**config.mk**
```make
export PLATFORM = sky130hd
export DESIGN_NAME = seg_scan_capture
export DESIGN_NICKNAME = d
export VERILOG_FILES = /design/src/rtl/seg_scan_capture.sv
export SDC_FILE = /design/constraint.sdc
export NUM_CORES = 1
export LEC_CHECK = 0
export CAP_MARGIN = 20
export CORE_MARGIN = 2
export CORE_UTILIZATION = 53
export CTS_BUF_LIST = sky130_fd_sc_hd__clkbuf_4 sky130_fd_sc_hd__clkbuf_8 sky130_fd_sc_hd__clkbuf_16
export CTS_CLUSTER_DIAMETER = 30
export CTS_CLUSTER_SIZE = 12
export DETAILED_ROUTE_END_ITERATION = 7
export PLACE_DENSITY = 0.83
export SLEW_MARGIN = 20
export SYNTH_ARGS = -nofsm -noshare
export SYNTH_HDL_FRONTEND = slang
export SYNTH_SLANG_ARGS = --single-unit
```
**constraint.sdc**
```tcl
create_clock -name clk -period 3.9 [get_ports clk]
set_input_delay 0.585 -clock clk [delete_from_list [all_inputs] [get_ports clk]]
set_output_delay 0.585 -clock clk [all_outputs]
set_load 0.01 [all_outputs]
```
**src/rtl/seg_scan_capture.sv**
```systemverilog
// seg_scan_capture: watches a multiplexed active-low anode/segment bus and
// recovers the hex value shown on each digit, with blank/illegal/multi-anode
// detection and a pulse each time every digit has been seen once.
module seg_scan_capture #(
    parameter int NDIG   = 4,
    parameter int SETTLE = 3
) (
    input  logic                clk,
    input  logic                rst_n,
    input  logic [NDIG-1:0]     an,
    input  logic [6:0]          seg,
    input  logic                clr,
    output logic [4*NDIG-1:0]   digits,
    output logic [NDIG-1:0]     valid,
    output logic [NDIG-1:0]     blank,
    output logic                frame_done,
    output logic                bad_pat,
    output logic                err
);

    localparam int CW = $clog2(SETTLE + 1);
    localparam logic [CW-1:0] SETTLE_C = CW'(SETTLE);

    logic [NDIG-1:0] an_sync_reg;
    logic [6:0]      seg_sync_reg;
    logic [CW-1:0]   cnt_reg, cnt_next;
    logic            sampled_reg, sampled_next;
    logic            match;
    logic            fire;
    logic [7:0]      zero_cnt;
    logic            one_hot;
    logic            multi_hot;
    logic            take;
    logic [3:0]      glyph_val;
    logic            glyph_ok;
    logic            is_blank;
    logic [NDIG-1:0] seen_reg;
    logic [NDIG-1:0] seen_or;
    logic [3:0]      digit_reg [NDIG];
    logic [NDIG-1:0] valid_reg;
    logic [NDIG-1:0] blank_reg;
    logic            frame_done_reg;
    logic            bad_pat_reg;
    logic            err_reg;

    // Input stage: bus registered once; resets to the idle (all off) state.
    always_ff @(posedge clk or negedge rst_n) begin
        if (!rst_n) begin
            an_sync_reg  <= '1;
            seg_sync_reg <= 7'h7F;
        end else begin
            an_sync_reg  <= an;
            seg_sync_reg <= seg;
        end
    end

    // Dwell tracking: the value about to be registered is compared with the
    // one already held, so a value present before edge E samples at E+SETTLE.
    always_comb begin
        match        = ({an, seg} == {an_sync_reg, seg_sync_reg});
        cnt_next     = '0;
        sampled_next = 1'b0;
        fire         = 1'b0;
        if (match) begin
            cnt_next     = (cnt_reg == SETTLE_C) ? SETTLE_C : cnt_reg + 1'b1;
            fire         = (cnt_next == SETTLE_C) && !sampled_reg;
            sampled_next = sampled_reg || fire;
        end
    end

    // Dwell counter and one-sample-per-dwell flag (unaffected by clr).
    always_ff @(posedge clk or negedge rst_n) begin
        if (!rst_n) begin
            cnt_reg     <= '0;
            sampled_reg <= 1'b0;
        end else begin
            cnt_reg     <= cnt_next;
            sampled_reg <= sampled_next;
        end
    end

    // Anode classification: idle, single digit selected, or multi-hot.
    always_comb begin
        zero_cnt = 8'd0;
        for (int i = 0; i < NDIG; i++) begin
            if (!an_sync_reg[i]) zero_cnt = zero_cnt + 8'd1;
        end
        one_hot   = (zero_cnt == 8'd1);
        multi_hot = (zero_cnt > 8'd1);
        take      = fire && one_hot;
        seen_or   = seen_reg | ~an_sync_reg;
        is_blank  = (seg_sync_reg == 7'h7F);
    end

    // Glyph table: active-low segment pattern to hex value.
    always_comb begin
        glyph_ok  = 1'b1;
        glyph_val = 4'h0;
        case (seg_sync_reg)
            7'h40: glyph_val = 4'h0;
            7'h79: glyph_val = 4'h1;
            7'h24: glyph_val = 4'h2;
            7'h30: glyph_val = 4'h3;
            7'h19: glyph_val = 4'h4;
            7'h12: glyph_val = 4'h5;
            7'h02: glyph_val = 4'h6;
            7'h78: glyph_val = 4'h7;
            7'h00: glyph_val = 4'h8;
            7'h10: glyph_val = 4'h9;
            7'h08: glyph_val = 4'hA;
            7'h03: glyph_val = 4'hB;
            7'h46: glyph_val = 4'hC;
            7'h21: glyph_val = 4'hD;
            7'h06: glyph_val = 4'hE;
            7'h0E: glyph_val = 4'hF;
            default: glyph_ok = 1'b0;
        endcase
    end

    // Per-digit capture of value, valid and blank flags.
    for (genvar gi = 0; gi < NDIG; gi++) begin : g_digit
        always_ff @(posedge clk or negedge rst_n) begin
            if (!rst_n) begin
                digit_reg[gi] <= 4'h0;
                valid_reg[gi] <= 1'b0;
                blank_reg[gi] <= 1'b0;
            end else if (clr) begin
                digit_reg[gi] <= 4'h0;
                valid_reg[gi] <= 1'b0;
                blank_reg[gi] <= 1'b0;
            end else if (take && !an_sync_reg[gi]) begin
                if (is_blank) begin
                    valid_reg[gi] <= 1'b0;
                    blank_reg[gi] <= 1'b1;
                end else if (glyph_ok) begin
                    digit_reg[gi] <= glyph_val;
                    valid_reg[gi] <= 1'b1;
                    blank_reg[gi] <= 1'b0;
                end else begin
                    valid_reg[gi] <= 1'b0;
                    blank_reg[gi] <= 1'b0;
                end
            end
        end
        assign digits[4*gi +: 4] = digit_reg[gi];
    end

    // Frame mask and single-cycle status pulses; clr wins over a sample.
    always_ff @(posedge clk or negedge rst_n) begin
        if (!rst_n) begin
            seen_reg       <= '0;
            frame_done_reg <= 1'b0;
            bad_pat_reg    <= 1'b0;
            err_reg        <= 1'b0;
        end else if (clr) begin
            seen_reg       <= '0;
            frame_done_reg <= 1'b0;
            bad_pat_reg    <= 1'b0;
            err_reg        <= 1'b0;
        end else begin
            frame_done_reg <= 1'b0;
            bad_pat_reg    <= 1'b0;
            err_reg        <= fire && multi_hot;
            if (take) begin
                bad_pat_reg <= !is_blank && !glyph_ok;
                if (&seen_or) begin
                    frame_done_reg <= 1'b1;
                    seen_reg       <= '0;
                end else begin
                    seen_reg <= seen_or;
                end
            end
        end
    end

    assign valid      = valid_reg;
    assign blank      = blank_reg;
    assign frame_done = frame_done_reg;
    assign bad_pat    = bad_pat_reg;
    assign err        = err_reg;

endmodule

```
==> results of run 1 <==
[report_power, final]
group	switching, mW	total, mW	leakage [nW]	internal, mW
registers	0.0194	0.499	0.590	0.480
clock network	0.165	0.292	0.0481	0.127
logic	0.0664	0.119	0.569	0.0528
[Yosys cell counts (6+ instances only)]
cell	instances
nand3_1	6
dfrtp_1	34
buf_2	7
dfstp_2	11
nand2_1	7
a22o_1	16
nor3_1	8
xor2_1	11
inv_1	7
nor2_1	19
[path summary, 6_finish.rpt]
check | from | end | slack [ns] | cells after the start
setup / recovery | an_sync_reg[0] | digits[10] | 0.64 | 11
hold / removal | rst_n | cnt_reg[1] | 0.15 | 1
setup reg to reg | an_sync_reg[0] | digits[10] | 0.64 | 11
hold reg to reg | cnt_reg[0] | cnt_reg[0] | 0.46 | 1
max in group asynchronous | rst_n | seg_sync_reg[5] | 3.21 | 2
min in group clk | cnt_reg[0] | cnt_reg[0] | 0.46 | 1
[final cells by class]
cell class                      instances  area share
Clock buffer                            5      0.0237
Clock inverter                          3     0.00775
Inverter                                7     0.00904
Multi-Input combinational cell        150       0.399
Sequential cell                        45       0.392
Tap cell                               52      0.0224
Timing Repair Buffer                   42       0.146
[per-layer routing]
| metal | track usage | wire length (µm) | up-vias |
|---|---|---|---|
| li1 | - | - | 855 |
| met1 | 0.273 | 2140 | 889 |
| met2 | 0.338 | 2490 | 52 |
| met3 | 0.0422 | 258 | 7 |
| met4 | 0.0629 | 87 | 0 |
| met5 | 0 | 0 | - |
[kinds of logic after synthesis]
group,Yosys count,share of synthesized area
simple gates,73,0.208
compound gates,50,0.163
fa+ha+maj,3,0.0157
buf+inv,19,0.0412
mux,8,0.0355
xor+xnor,16,0.0616
flops,45,0.475
[per-stage QoR]
stage | utilization | instances | cell area [µm²]
floorplan | - | 214 | 2400
global placement | 0.642 | 295 | 2790
detailed placement | 0.642 | 295 | 2790
CTS | 0.663 | 303 | 2890
global route | 0.667 | 304 | 2910
finish | 0.667 | 304 | 2910
==> results.ini, run 1 <==
[outcome]
status = completed

[synth]
synth_fp_nets = 231
yosys.area.top_type = dfrtp_1
ys_warn_count = 0
synth_edf_count = 0
synth_area_leaders = dfrtp_1 35%, dfstp_2 12%, a22o_1 5.8%
async_flop_share = 1.00
synth_area_per_cell_um2 = 11.2
syn_area_um2 = 2400
yosysUniqueCellTypes = 53
ys_ff_latch = 45
synth-seq-area-share = 0.475
ys.flop_type = dfrtp_1
synth.top_cell.area_share = 0.355
netlist_instances = 214

[floorplan]
ios = 41
rows = 24
die_width_um = 71.3
die_h_um = 71.3
initial_core_util = 0.551
die_area_um2 = 5080
core_area_um2 = 4350

[drt]
routed_wl_um = 4970
drtAntennaViolNets = 0
drc = 0
vias = 1803
drt_iter0_drc = 172
first_pass_iters = 4
viasPerCell = 5.93
wl_per_cell_um = 16.4

[placement]
dpl.hpwl_um = 3640
portBuffers = 40
dp_slack_ns = 0.661
gp_congestion = 0.908

[sta]
slew_viol_final = 0
finalSetupTns_ns = 0
fin_skew_ns = 0.0102
fin_ws_ns = 0.639
min_period_ns = 3.26
rsz0062_at_grt = no
tightest_slew_ns = 0.783
holdWs_ns = 0.153
finalHoldViolCount = 0
max_freq_mhz = 307
setup_viol = 0
slew_headroom = 0.477
period_share = 0.836

[power_and_ir_drop]
p_leak_nw = 1.21
peakVddDrop_mv = 0.217
power_uw = 910
powerDensity_nw_per_um2 = 313

[clock_network]
cts.sinks = 45
clkTransAtPathRegs_ns = 0.09
cts_tree = done
cts_hold_buf = 0
insertion_delay_ns = 0.31
cts_made_buffers = 5
root_buffer = clkbuf_8
clk_path_buf_depth = 2
htreeDepth = 2
post_cts_buffers = 0
cts_resized = 0

[critical_path]
path_buf_inv = 1
crit_top_cell = ha_1
slowest_delay_ns = 0.59
path_class = reg2reg
crit_chain = inv_1 > ha_1 > nand2b_1 > and2_1 > ha_1 > xor2_1 > o31ai_1 > o311ai_2 > nor4_4 > o21ai_2 > a22o_1
critPathRequiredTime_ns = 4.09
slowest_stage = dfstp_2
start_kind = flop
arrival_ns = 3.45
critical_path.endpoint_type = flop
cp_max_fo = 8
cpLargestDelayFamily = compound AO/OA/AOI/OAI gates

[final_layout]
syn2layout_area_growth_pct = 21.1
final_cell_mix = 39 x clkdlybuf4s50_1, 34 x dfrtp_1, 19 x nor2_1
diodes = 0
largest_reg_flops = 16
final_common_cell = clkdlybuf4s50_1
ff_latch_area_um2 = 1140
drive_gt1_frac = 0.167
nets = 268
multi_input_area_um2 = 1160
fillers = 350

[global_route]
grt_use_total = 0.205
grt_pass1_wl_um = 8100
grt_max_degree = 46
grt_pass1_vias = 1681
gr-total-overflow = 0
grt_antenna_before_repair = 0

[min_path]
min_path_type = in2async

[run]
drv_cap = 0

Note: power is estimated with default switching activity, not from simulation.
==> run 2, diff against run 1 <==
==> constraint.sdc (replaced) <==
create_clock -name clk -period 3.4 [get_ports clk]
set_input_delay 0.51 -clock clk [delete_from_list [all_inputs] [get_ports clk]]
set_output_delay 0.51 -clock clk [all_outputs]
set_load 0.01 [all_outputs]
==> results.ini, run 2 (same netlist as run 1, synthesis figures left out) <==
[clock_network]
cts.sinks = 45
cts_resized = 0
root_buffer = clkbuf_8
cts_tree = done
clk_path_buf_depth = 2
htreeDepth = 2
insertion_delay_ns = 0.30
clkTransAtPathRegs_ns = 0.09
cts_made_buffers = 5

[critical_path]
crit_chain = inv_1 > ha_1 > xnor2_1 > ha_1 > nor2b_1 > a31oi_1 > o311ai_2 > nor4_4 > buf_4 > nor2_2 > mux2_1
cp_max_fo = 7
slowest_stage = dfstp_2
start_kind = flop
rr_endpoint = valid[2]
rr_startpoint = an_sync_reg[0]
path_buf_inv = 2
arrival_ns = 3.37
cpLargestDelayFamily = adder cells
critical_path.endpoint_type = flop
critPathRequiredTime_ns = 3.58
crit_top_cell = ha_1
r2r_setup_slack_ns = 0.21
slowest_delay_ns = 0.59
rr_worst_depth = 11
path_class = reg2reg

[sta]
min_period_ns = 3.19
rsz0062_at_grt = no
fin_skew_ns = 0.0120
finalHoldViolCount = 0
period_share = 0.939
finalSetupTns_ns = 0
slew_viol_final = 0
slew_headroom = 0.482
setup_viol = 0
max_freq_mhz = 313
tightest_slew_ns = 0.775

[global_route]
grt_max_degree = 46
grt_pass1_vias = 1737
grt_use_total = 0.209
grt_pass1_wl_um = 8270
grt_antenna_before_repair = 0
gr-total-overflow = 0

[final_layout]
final_cell_mix = 39 x clkdlybuf4s50_1, 34 x dfrtp_1, 19 x nor2_1
drive_gt1_frac = 0.176
final_common_cell = clkdlybuf4s50_1
largest_reg_flops = 16
nets = 271
syn2layout_area_growth_pct = 22.4
layout.cells.non_filler = 307
diodes = 0

[drt]
vias = 1811
drc = 0
wl_per_cell_um = 16.4
drtAntennaViolNets = 0
routed_wl_um = 5020
first_pass_iters = 4
drt_iter0_drc = 199
viasPerCell = 5.90

[floorplan]
initial_core_util = 0.551
ios = 41
core_area_um2 = 4350
die_h_um = 71.3
rows = 24
die_area_um2 = 5080
die_width_um = 71.3

[placement]
placedCellCount = 296
portBuffers = 40
dpl.hpwl_um = 3580
gp_congestion = 0.902

[run]
drv_cap = 0

[outcome]
status = completed

[min_path]
min_path_type = in2async

[power_and_ir_drop]
peakVddDrop_mv = 0.217
powerDensity_nw_per_um2 = 356
p_leak_nw = 1.22

==> run 2: cell count changes in the layout (fill, tap and decap cells not counted) <==
| cell | change |
|---|---|
| clkinv_2 | -1 |
| buf_4 | +3 |
| clkinvlp_4 | +2 |
| buf_12 | -1 |
| clkbuf_4 | +1 |
| buf_16 | +1 |
| clkinv_4 | -2 |
==> run 2: worst max-delay path by stage <==
| stage | start | endpoint | slack, ns | depth (start not counted) |
|---|---|---|---|---|
| 6_report | an_sync_reg[0] | valid[2] | 0.21 | 11 |
| 5_1_grt | an_sync_reg[0] | valid[1] | 0.007 | 10 |
| 4_1_cts | an_sync_reg[0] | valid[2] | 0.20 | 10 |
| 3_5_place_dp | an_sync_reg[0] | digits[11] | 0.21 | 10 |
| 3_3_place_gp | an_sync_reg[0] | digits[9] | 0.32 | 11 |
| 2_1_floorplan | an_sync_reg[0] | valid[0] | 0.51 | 11 |
==> run 2: metal layers <==
metal / GRT usage / part of all wire / up-vias
li1: - / - / 861
met1: 0.280 / 0.44 / 884
met2: 0.329 / 0.49 / 57
met3: 0.0436 / 0.049 / 9
met4: 0.0943 / 0.016 / 0
met5: 0 / 0 / -
==> run 2: timing repair <==
item / 4_1_cts / 5_1_grt
hold buffers: 0 / 0
setup endpoints to repair: 0 / 5
setup buffers: 0 / 2
==> run 2: area by class of cell <==
type | count | area (µm²)
inverter | 7 | 26.3
tap | 52 | 65.1
sequential | 45 | 1140
clock buffer | 6 | 76.3
multi-input combinational | 150 | 1160
timing repair buffer | 45 | 453
fill | 326 | 1420
clock inverter | 2 | 15.0
==> run 2: worst reg2reg max path, stage by stage, from the launching register on <==
cell	delay, ns
dfstp_2	0.59
inv_1	0.08
ha_1	0.38
xnor2_1	0.21
ha_1	0.27
nor2b_1	0.13
a31oi_1	0.24
o311ai_2	0.31
nor4_4	0.31
buf_4	0.21
nor2_2	0.04
mux2_1	0.31
==> run 2: through the flow <==
stage | setup WS (ns) | hold slack, ns | instance area [µm²] | util | total power, mW
2_1_floorplan | 0.511 | 0.214 | 2400 | - | 0.667
3_3_place_gp | 0.320 | 0.432 | 2800 | 0.643 | 0.711
3_5_place_dp | 0.212 | 0.450 | 2800 | 0.643 | 0.715
4_1_cts | 0.199 | 0.388 | 2890 | 0.664 | 1.05
5_1_grt | 0.00730 | 0.197 | 2940 | 0.674 | 1.09
6_report | 0.208 | 0.166 | 2940 | 0.674 | 1.05
==> run 2: where the power goes <==
part           internal (mW)  total [mW]  switching (mW)
combinational         0.0616       0.137          0.0754
clock                  0.153       0.335           0.182
sequential             0.550       0.573          0.0231
total                  0.765        1.05           0.281
